File: src/rtl/fwd_pkg.sv
// Shared types and helpers for the EXE-stage forwarding / hazard unit.
package fwd_pkg;

   localparam int REG_W = 5;

   localparam logic [1:0] FWD_REG = 2'b00;
   localparam logic [1:0] FWD_MEM = 2'b01;
   localparam logic [1:0] FWD_WB  = 2'b10;

   typedef struct packed {
      logic             valid;
      logic [REG_W-1:0] dest;
      logic             wb_en;
      logic             mem_read;
   } stage_rec_t;

   typedef struct packed {
      stage_rec_t       rec;
      logic [REG_W-1:0] src1;
      logic [REG_W-1:0] src2;
      logic             use1;
      logic             use2;
      logic             use3;
   } exe_rec_t;

   // Source operand reads a register that a pending writer targets; r0 never matches.
   function automatic logic reg_hit(input logic [REG_W-1:0] src,
                                    input logic             src_used,
                                    input logic [REG_W-1:0] dest);
      return src_used && (src == dest) && (src != '0);
   endfunction

endpackage

File: src/rtl/fwd_src_select.sv
// One EXE operand's forwarding select, resolved against the MEM and WB records.
module fwd_src_select
   import fwd_pkg::*;
(
   input  logic [REG_W-1:0] src,
   input  logic             src_used,
   input  stage_rec_t       mem_rec,
   input  stage_rec_t       wb_rec,
   output logic [1:0]       sel,
   output logic             mem_load_hit
);

   logic mem_hit;
   logic wb_hit;
   logic unused_wb_mem_read;

   assign unused_wb_mem_read = wb_rec.mem_read;

   // MEM holds the younger result, so it wins over WB when both write the register
   always_comb begin
      mem_hit      = mem_rec.valid & mem_rec.wb_en & reg_hit(src, src_used, mem_rec.dest);
      wb_hit       = wb_rec.valid  & wb_rec.wb_en  & reg_hit(src, src_used, wb_rec.dest);
      sel          = FWD_REG;
      if (mem_hit) begin
         sel = FWD_MEM;
      end else if (wb_hit) begin
         sel = FWD_WB;
      end
      mem_load_hit = mem_hit & mem_rec.mem_read;
   end

endmodule

File: src/rtl/forwarding_hazard_unit.sv
// Tracks destination registers of in-flight instructions (EXE/MEM/WB), drives
// the EXE operand forwarding selects and the IF/ID load-use stall.
// Build option: FORWARDING_EN. When undefined, selects are tied to the register
// file path and any pending EXE/MEM writer of an ID source stalls instead.
module forwarding_hazard_unit
   import fwd_pkg::*;
(
   input  logic             clk,
   input  logic             rst_n,
   input  logic [REG_W-1:0] id_src1,
   input  logic [REG_W-1:0] id_src2,
   input  logic             id_use_src1,
   input  logic             id_use_src2,
   input  logic             id_use_src3,
   input  logic [REG_W-1:0] id_dest,
   input  logic             id_wb_en,
   input  logic             id_mem_read,
   input  logic             flush,
   output logic [1:0]       val1_forward_sel,
   output logic [1:0]       val2_forward_sel,
   output logic [1:0]       val3_forward_sel,
   output logic             hazard_stall
);

   exe_rec_t   exe_q, exe_d;
   stage_rec_t mem_q, mem_d;
   stage_rec_t wb_q,  wb_d;
   logic       hazard;
   logic       hit_exe;

   // ID source versus pending destinations; src2 is read for register operands and store/branch data
`ifdef FORWARDING_EN
   always_comb begin
      hit_exe = reg_hit(id_src1, id_use_src1, exe_q.rec.dest) |
                reg_hit(id_src2, id_use_src2 | id_use_src3, exe_q.rec.dest);
      hazard  = exe_q.rec.valid & exe_q.rec.mem_read & exe_q.rec.wb_en & hit_exe;
   end
`else
   logic hit_mem;

   always_comb begin
      hit_exe = reg_hit(id_src1, id_use_src1, exe_q.rec.dest) |
                reg_hit(id_src2, id_use_src2 | id_use_src3, exe_q.rec.dest);
      hit_mem = reg_hit(id_src1, id_use_src1, mem_q.dest) |
                reg_hit(id_src2, id_use_src2 | id_use_src3, mem_q.dest);
      hazard  = (exe_q.rec.valid & exe_q.rec.wb_en & hit_exe) |
                (mem_q.valid     & mem_q.wb_en     & hit_mem);
   end
`endif

   // A taken branch discards the ID instruction, so it overrides the stall
   assign hazard_stall = hazard & ~flush;

   // Pipeline advance: stall or flush put a bubble into EXE
   always_comb begin
      exe_d.rec.valid    = ~(hazard | flush);
      exe_d.rec.dest     = id_dest;
      exe_d.rec.wb_en    = id_wb_en;
      exe_d.rec.mem_read = id_mem_read;
      exe_d.src1         = id_src1;
      exe_d.src2         = id_src2;
      exe_d.use1         = id_use_src1;
      exe_d.use2         = id_use_src2;
      exe_d.use3         = id_use_src3;
      mem_d              = exe_q.rec;
      wb_d               = mem_q;
   end

   // Stage record registers
   always_ff @(posedge clk or negedge rst_n) begin
      if (!rst_n) begin
         exe_q <= '0;
         mem_q <= '0;
         wb_q  <= '0;
      end else begin
         exe_q <= exe_d;
         mem_q <= mem_d;
         wb_q  <= wb_d;
      end
   end

`ifdef FORWARDING_EN
   logic [2:0] load_hit;

   fwd_src_select u_sel_val1 (
      .src          (exe_q.src1),
      .src_used     (exe_q.use1 & exe_q.rec.valid),
      .mem_rec      (mem_q),
      .wb_rec       (wb_q),
      .sel          (val1_forward_sel),
      .mem_load_hit (load_hit[0])
   );

   fwd_src_select u_sel_val2 (
      .src          (exe_q.src2),
      .src_used     (exe_q.use2 & exe_q.rec.valid),
      .mem_rec      (mem_q),
      .wb_rec       (wb_q),
      .sel          (val2_forward_sel),
      .mem_load_hit (load_hit[1])
   );

   fwd_src_select u_sel_val3 (
      .src          (exe_q.src2),
      .src_used     (exe_q.use3 & exe_q.rec.valid),
      .mem_rec      (mem_q),
      .wb_rec       (wb_q),
      .sel          (val3_forward_sel),
      .mem_load_hit (load_hit[2])
   );

   // The load-use stall guarantees a load is never forwarded from MEM
   a_no_mem_load_fwd: assert property (@(posedge clk) disable iff (!rst_n) load_hit == 3'b000);
`else
   logic unused_fwd_fields;

   assign val1_forward_sel  = FWD_REG;
   assign val2_forward_sel  = FWD_REG;
   assign val3_forward_sel  = FWD_REG;
   assign unused_fwd_fields = ^{exe_q.src1, exe_q.src2, exe_q.use1, exe_q.use2, exe_q.use3, wb_q};
`endif

endmodule

File: config.mk
export PLATFORM = sky130hd
export DESIGN_NAME = forwarding_hazard_unit
export DESIGN_NICKNAME = d
export VERILOG_FILES = /design/src/rtl/fwd_pkg.sv /design/src/rtl/fwd_src_select.sv /design/src/rtl/forwarding_hazard_unit.sv
export SDC_FILE = /design/constraint.sdc
export NUM_CORES = 1
export LEC_CHECK = 0
export BUFFER_PORTS_ARGS = -buffer_cell sky130_fd_sc_hd__buf_4
export CAP_MARGIN = 10
export CORE_MARGIN = 5
export CORE_UTILIZATION = 25
export DETAILED_ROUTE_END_ITERATION = 7
export SYNTH_ARGS = -nofsm -noshare
export SYNTH_HDL_FRONTEND = slang
export SYNTH_HIERARCHICAL = 1
export SYNTH_SLANG_ARGS = --single-unit
export TNS_END_PERCENT = 100
File: constraint.sdc
create_clock -name clk -period 2.5 [get_ports clk]
set_clock_uncertainty 0.1 [all_clocks]
set_input_delay 0.5 -clock clk [delete_from_list [all_inputs] [get_ports clk]]
set_output_delay 0.5 -clock clk [all_outputs]
set_load 0.1 [all_outputs]
==> results.json, run 1 <==
{
  "io_buffers": 22,
  "grt_pass1_wl_um": 2500,
  "wl_um": 1430,
  "irDropWorstVdd_mv": 0.307,
  "die_area_um2": 3900,
  "p_leak_nw": 0.378,
  "period_share_pct": 98.7,
  "avgSynthCellArea_um2": 11.7,
  "grt_overflow": 0,
  "firstDrtPassIters": 2,
  "slew_violations": 0,
  "maxCapViolCount": 0,
  "cts_sinks": 14,
  "place_congestion": 0.749,
  "final.fill_count": 275,
  "grt_pass1_vias": 586,
  "tns_ns": 0,
  "arrival_ns": 1.87,
  "synth_warnings": 6,
  "num_antenna_cells": 0,
  "boundaryPins": 30,
  "hp-class": "primary input to flop",
  "coreArea_um2": 2690,
  "rsz0062_at_grt": "no",
  "numCtsBuffers": 3,
  "h-tree-depth": 1,
  "antenna_found_initial": 0,
  "ys_types": 14,
  "grt_util_all_layers_pct": 7.73,
  "whs_ns": 0.236,
  "hold_viol": 0,
  "clockRootBuffer": "clkbuf_4",
  "multi_input_area_um2": 312,
  "detail_route.vias_per_cell": 4.23,
  "drive_gt1_share_pct": 32.6,
  "drt_iter0_drc": 5,
  "synthesis.instances": 59,
  "wl_per_cell_um": 12.2,
  "initial_utilization_pct": 25.6,
  "syn2layout_area_growth_pct": 33.3,
  "status": "completed",
  "p_per_area_nw_per_um2": 531,
  "die_w_um": 62.5,
  "fp.dieH_um": 62.5,
  "fin_crit_ns": 2.47,
  "via_count": 495,
  "required_ns": 1.90,
  "synth-seq-area-share_pct": 50.9,
  "clk_pin_slew_worst_paths_ns": 0.08,
  "criticalPathCategory": "primary input to primary output",
  "clock_path_buffers": 2,
  "cts_tree": "built",
  "post-route-drc-count": 0,
  "end_kind": "primary output",
  "crit_fanout": 2,
  "startpoint_type": "primary input",
  "dp_hpwl_um": 1260,
  "synth_seq_cells": 14,
  "ant_nets": 0,
  "grt_start_max_net_pins": 15,
  "register_area_um2": 350,
  "fin_nets": 111,
  "synth_area_um2": 688,
  "row_count": 19,
  "clock_latency_ns": 0.26,
  "fmax_mhz": 405,
  "finalPower_w": 0.000487,
  "finalSetupViolCount": 0
}
==> per-layer routing <==
metal	global-route usage, %	up-vias	part of all wire (%)
met5	0	-	0
met4	2.39	0	0
met3	1.98	0	9.5
met2	13.1	22	50
met1	9.53	226	41
li1	-	247	-
==> layout make-up <==
cell class | instances | share of cell area, %
well taps | 31 | 4.23
clock buffers | 3 | 2.46
repair buffers | 25 | 21.1
multi-input cells | 44 | 34.0
flip-flops and latches | 14 | 38.2
==> cells in the mapped netlist <==
cell	number	share of area (%)
a32o_1	1	1.5
buf_4	6	6.5
conb_1	1	0.54
dfrtp_1	14	51
nand2_1	1	0.54
nand3_1	4	2.9
nand4_1	4	3.6
nor2_1	2	1.1
nor2b_4	1	2.0
nor3_1	1	0.73
o22a_1	1	1.3
o22ai_1	2	1.8
or4_1	1	1.1
xnor2_1	20	25
==> flip-flops by register name, summed over array words and instances (netlist names) <==
name,cells
exe_q,7
mem_q,7
==> logic make-up after synthesis <==
logic type	synth area share, %
AND/OR/NAND/NOR	12.0
AO/OA/AOI/OAI	4.55
XOR/XNOR	25.5
flip-flops	50.9
buffers and inverters	6.54
other	0.545
==> placed cells by master, fill, tap and decap left out <==
cell type / synthesis / routed
a32o_1: 1 / 1
buf_4: 6 / 23
buf_6: 0 / 1
clkbuf_4: 0 / 3
conb_1: 1 / 6
dfrtp_1: 14 / 14
dlygate4sd3_1: 0 / 1
nand2_1: 1 / 1
nand3_1: 4 / 4
nand4_1: 4 / 4
nor2_1: 2 / 2
nor2b_4: 1 / 1
nor3_1: 1 / 1
o22a_1: 1 / 1
o22ai_1: 2 / 2
or4_1: 1 / 1
xnor2_1: 20 / 20
==> through the flow <==
stage | util (%) | worst slack, ns | area [µm²] | cells
3_5_place_dp | 32.8 | -0.0190 | 881 | 113
2_1_floorplan | - | 0.297 | 707 | 64
3_3_place_gp | 32.8 | -0.00227 | 881 | 113
4_1_cts | 34.1 | 0.0238 | 917 | 117
6_report | 34.1 | 0.0336 | 917 | 117
5_1_grt | 34.1 | 0.00329 | 917 | 117
==> path summary, 6_finish.rpt <==
kind                                     end  slack, ns  cells after the start        from
min in group asynchronous          exe_q[19]       0.52                      2       rst_n
worst min-delay path               exe_q[19]       0.24                      1  id_dest[4]
worst max-delay path            hazard_stall       0.03                      6  id_src2[1]
max in group asynchronous           mem_q[3]       1.61                      2       rst_n
worst max register to register     exe_q[20]       1.15                      5   exe_q[18]
worst min register to register      mem_q[7]       0.31                      0   exe_q[20]
==> worst max-delay path, cell delays in order <==
cell and delay (ns):
buf_4 0.11, or4_1 0.52, o22a_1 0.18, a32o_1 0.24, nor2b_4 0.13, buf_6 0.17
==> where the power goes <==
group	internal [W]	switching, W
Sequential	0.000238	0.0000112
Clock	0.0000556	0.0000605
Combinational	0.0000504	0.0000708
Total	0.000344	0.000143
==> repair_timing <==
action	in CTS	in global routing
hold buffers	1	0
hold endpoints to repair	14	0
buffers inserted	0	0
endpoints found under the setup margin	1	0
gates resized for setup	1	0
(Power assumes the default switching activity.)
==> inputs of run 2 (changes only) <==
--- a/config.mk
+++ b/config.mk
@@ -8,8 +8,9 @@
 export BUFFER_PORTS_ARGS = -buffer_cell sky130_fd_sc_hd__buf_4
 export CAP_MARGIN = 10
 export CORE_MARGIN = 5
-export CORE_UTILIZATION = 25
+export CORE_UTILIZATION = 45
 export DETAILED_ROUTE_END_ITERATION = 7
+export PLACE_DENSITY = 0.76
 export SYNTH_ARGS = -nofsm -noshare
 export SYNTH_HDL_FRONTEND = slang
 export SYNTH_HIERARCHICAL = 1
==> run 2 against run 1 <==
- wire length fell by 12%
- design area fell by 2.0%
- global-route usage increased by 3.5 points
- critical path type unchanged
- clock power barely moved
- highest routed layer is now met4
- worst setup slack improved by 0.026 ns
==> results.json, run 2 (same netlist as run 1, synthesis figures left out) <==
{
  "status": "completed",
  "r2r_end": "exe_q[20]",
  "row_count": 14,
  "p_leak_nw": 0.378,
  "post-route-drc-count": 0,
  "fmax_mhz": 410,
  "clk_pin_slew_worst_paths_ns": 0.07,
  "die_w_um": 49.1,
  "place_congestion": 0.713,
  "wl_um": 1270,
  "initial_utilization_pct": 46.8,
  "firstDrtPassIters": 2,
  "clockRootBuffer": "clkbuf_4",
  "dp_slack_ns": 0.00801,
  "maxCapViolCount": 0,
  "largestRegisters": "exe_q x7, mem_q x7",
  "wl_per_cell_um": 12.4,
  "detail_route.vias_per_cell": 4.74,
  "arrival_ns": 1.84,
  "startpoint_type": "primary input",
  "fin_crit_ns": 2.44,
  "grt_pass1_wl_um": 2070,
  "h-tree-depth": 1,
  "grt_util_all_layers_pct": 11.2,
  "fp.dieH_um": 49.1,
  "end_kind": "primary output",
  "syn2layout_area_growth_pct": 30.5,
  "final_util_pct": 61.1,
  "grt_overflow": 0,
  "post-cts-setup-buffers": 0,
  "ant_nets": 0,
  "timing.rr.start": "exe_q[16]",
  "antenna_found_initial": 0,
  "period_share_pct": 97.6,
  "io_buffers": 22,
  "final_common_cell": "buf_4",
  "layout_common_cells": "23 x buf_4, 20 x xnor2_1, 14 x dfrtp_1, 6 x conb_1",
  "tns_ns": 0,
  "hp-class": "primary input to flop",
  "numCtsBuffers": 3,
  "die_area_um2": 2410,
  "rr_worst_depth": 5,
  "grt_pass1_vias": 489,
  "slew_violations": 0,
  "setup_ws_ns": 0.0598,
  "crit_fanout": 2,
  "reg2reg_slack_ns": 1.18,
  "clock_latency_ns": 0.26,
  "cts_sinks": 14,
  "hold_viol": 0,
  "cp-endpoint": "hazard_stall",
  "irDropWorstVdd_mv": 0.271,
  "coreArea_um2": 1470,
  "finalSetupViolCount": 0,
  "rsz0062_at_grt": "no",
  "whs_ns": 0.240,
  "p_per_area_nw_per_um2": 538,
  "clock_path_buffers": 2,
  "cts_tree": "built",
  "grt_start_max_net_pins": 15,
  "drive_gt1_share_pct": 32.6,
  "startpoint": "id_src2[1]",
  "required_ns": 1.90,
  "criticalPathCategory": "primary input to primary output",
  "via_count": 483,
  "drt_iter0_drc": 3,
  "num_antenna_cells": 0,
  "fin_nets": 111,
  "boundaryPins": 30
}
run 2: cell counts in the layout (fill, tap and decap cells not counted):
No cell type changed its count.
run 2: worst min path at each step:
| stage | startpoint | endpoint | depth (start not counted) |
|---|---|---|---|
| 2_1_floorplan | rst_n | exe_q[14] | 0 |
| 3_3_place_gp | rst_n | exe_q[18] | 1 |
| 3_5_place_dp | rst_n | exe_q[17] | 1 |
| 4_1_cts | id_dest[0] | exe_q[15] | 1 |
| 5_1_grt | id_dest[1] | exe_q[16] | 1 |
| 6_report | id_dest[0] | exe_q[15] | 1 |
run 2: area by class of cell:
cell class	instances	area, µm²
Timing Repair Buffer	25	194
Sequential cell	14	350
Multi-Input combinational cell	44	312
Fill cell	134	573
Tap cell	16	20.0
Clock buffer	3	22.5
run 2: where the power goes:
part	leakage (nW)	switching, W	total (W)	internal [W]
combinational	0.201	0.0000694	0.000120	0.0000503
sequential	0.163	0.0000108	0.000249	0.000238
clock	0.0138	0.0000594	0.000115	0.0000555
total	0.378	0.000140	0.000484	0.000344
run 2: through the flow:
| step | total power (W) | std cells | area, µm² |
|---|---|---|---|
| after floorplan | 0.000334 | 64 | 707 |
| after global placement | 0.000371 | 98 | 862 |
| after detailed placement | 0.000373 | 98 | 862 |
| after CTS | 0.000494 | 102 | 895 |
| after global routing | 0.000523 | 102 | 898 |
| final | 0.000484 | 102 | 898 |
run 2: worst max-delay path, stage by stage:
cell and delay [ns]:
buf_4 0.11, or4_1 0.52, o22a_1 0.18, a32o_1 0.23
nor2b_4 0.13, buf_6 0.17
run 2: timing repair:
action | 4_1_cts | 5_1_grt
hold buffers | 1 | 0
resized for setup | 0 | 1
endpoints found under the setup margin | 0 | 1
hold endpoints to repair | 14 | 0
run 2: metal layers:
metal	track usage [%]	vias to the layer above	wire (µm)	share of wire, %
li1	-	243	-	-
met1	11.5	221	495	39
met2	19.3	17	660	52
met3	3.67	2	100	7.9
met4	6.73	0	10	0.79
met5	0	-	0	0
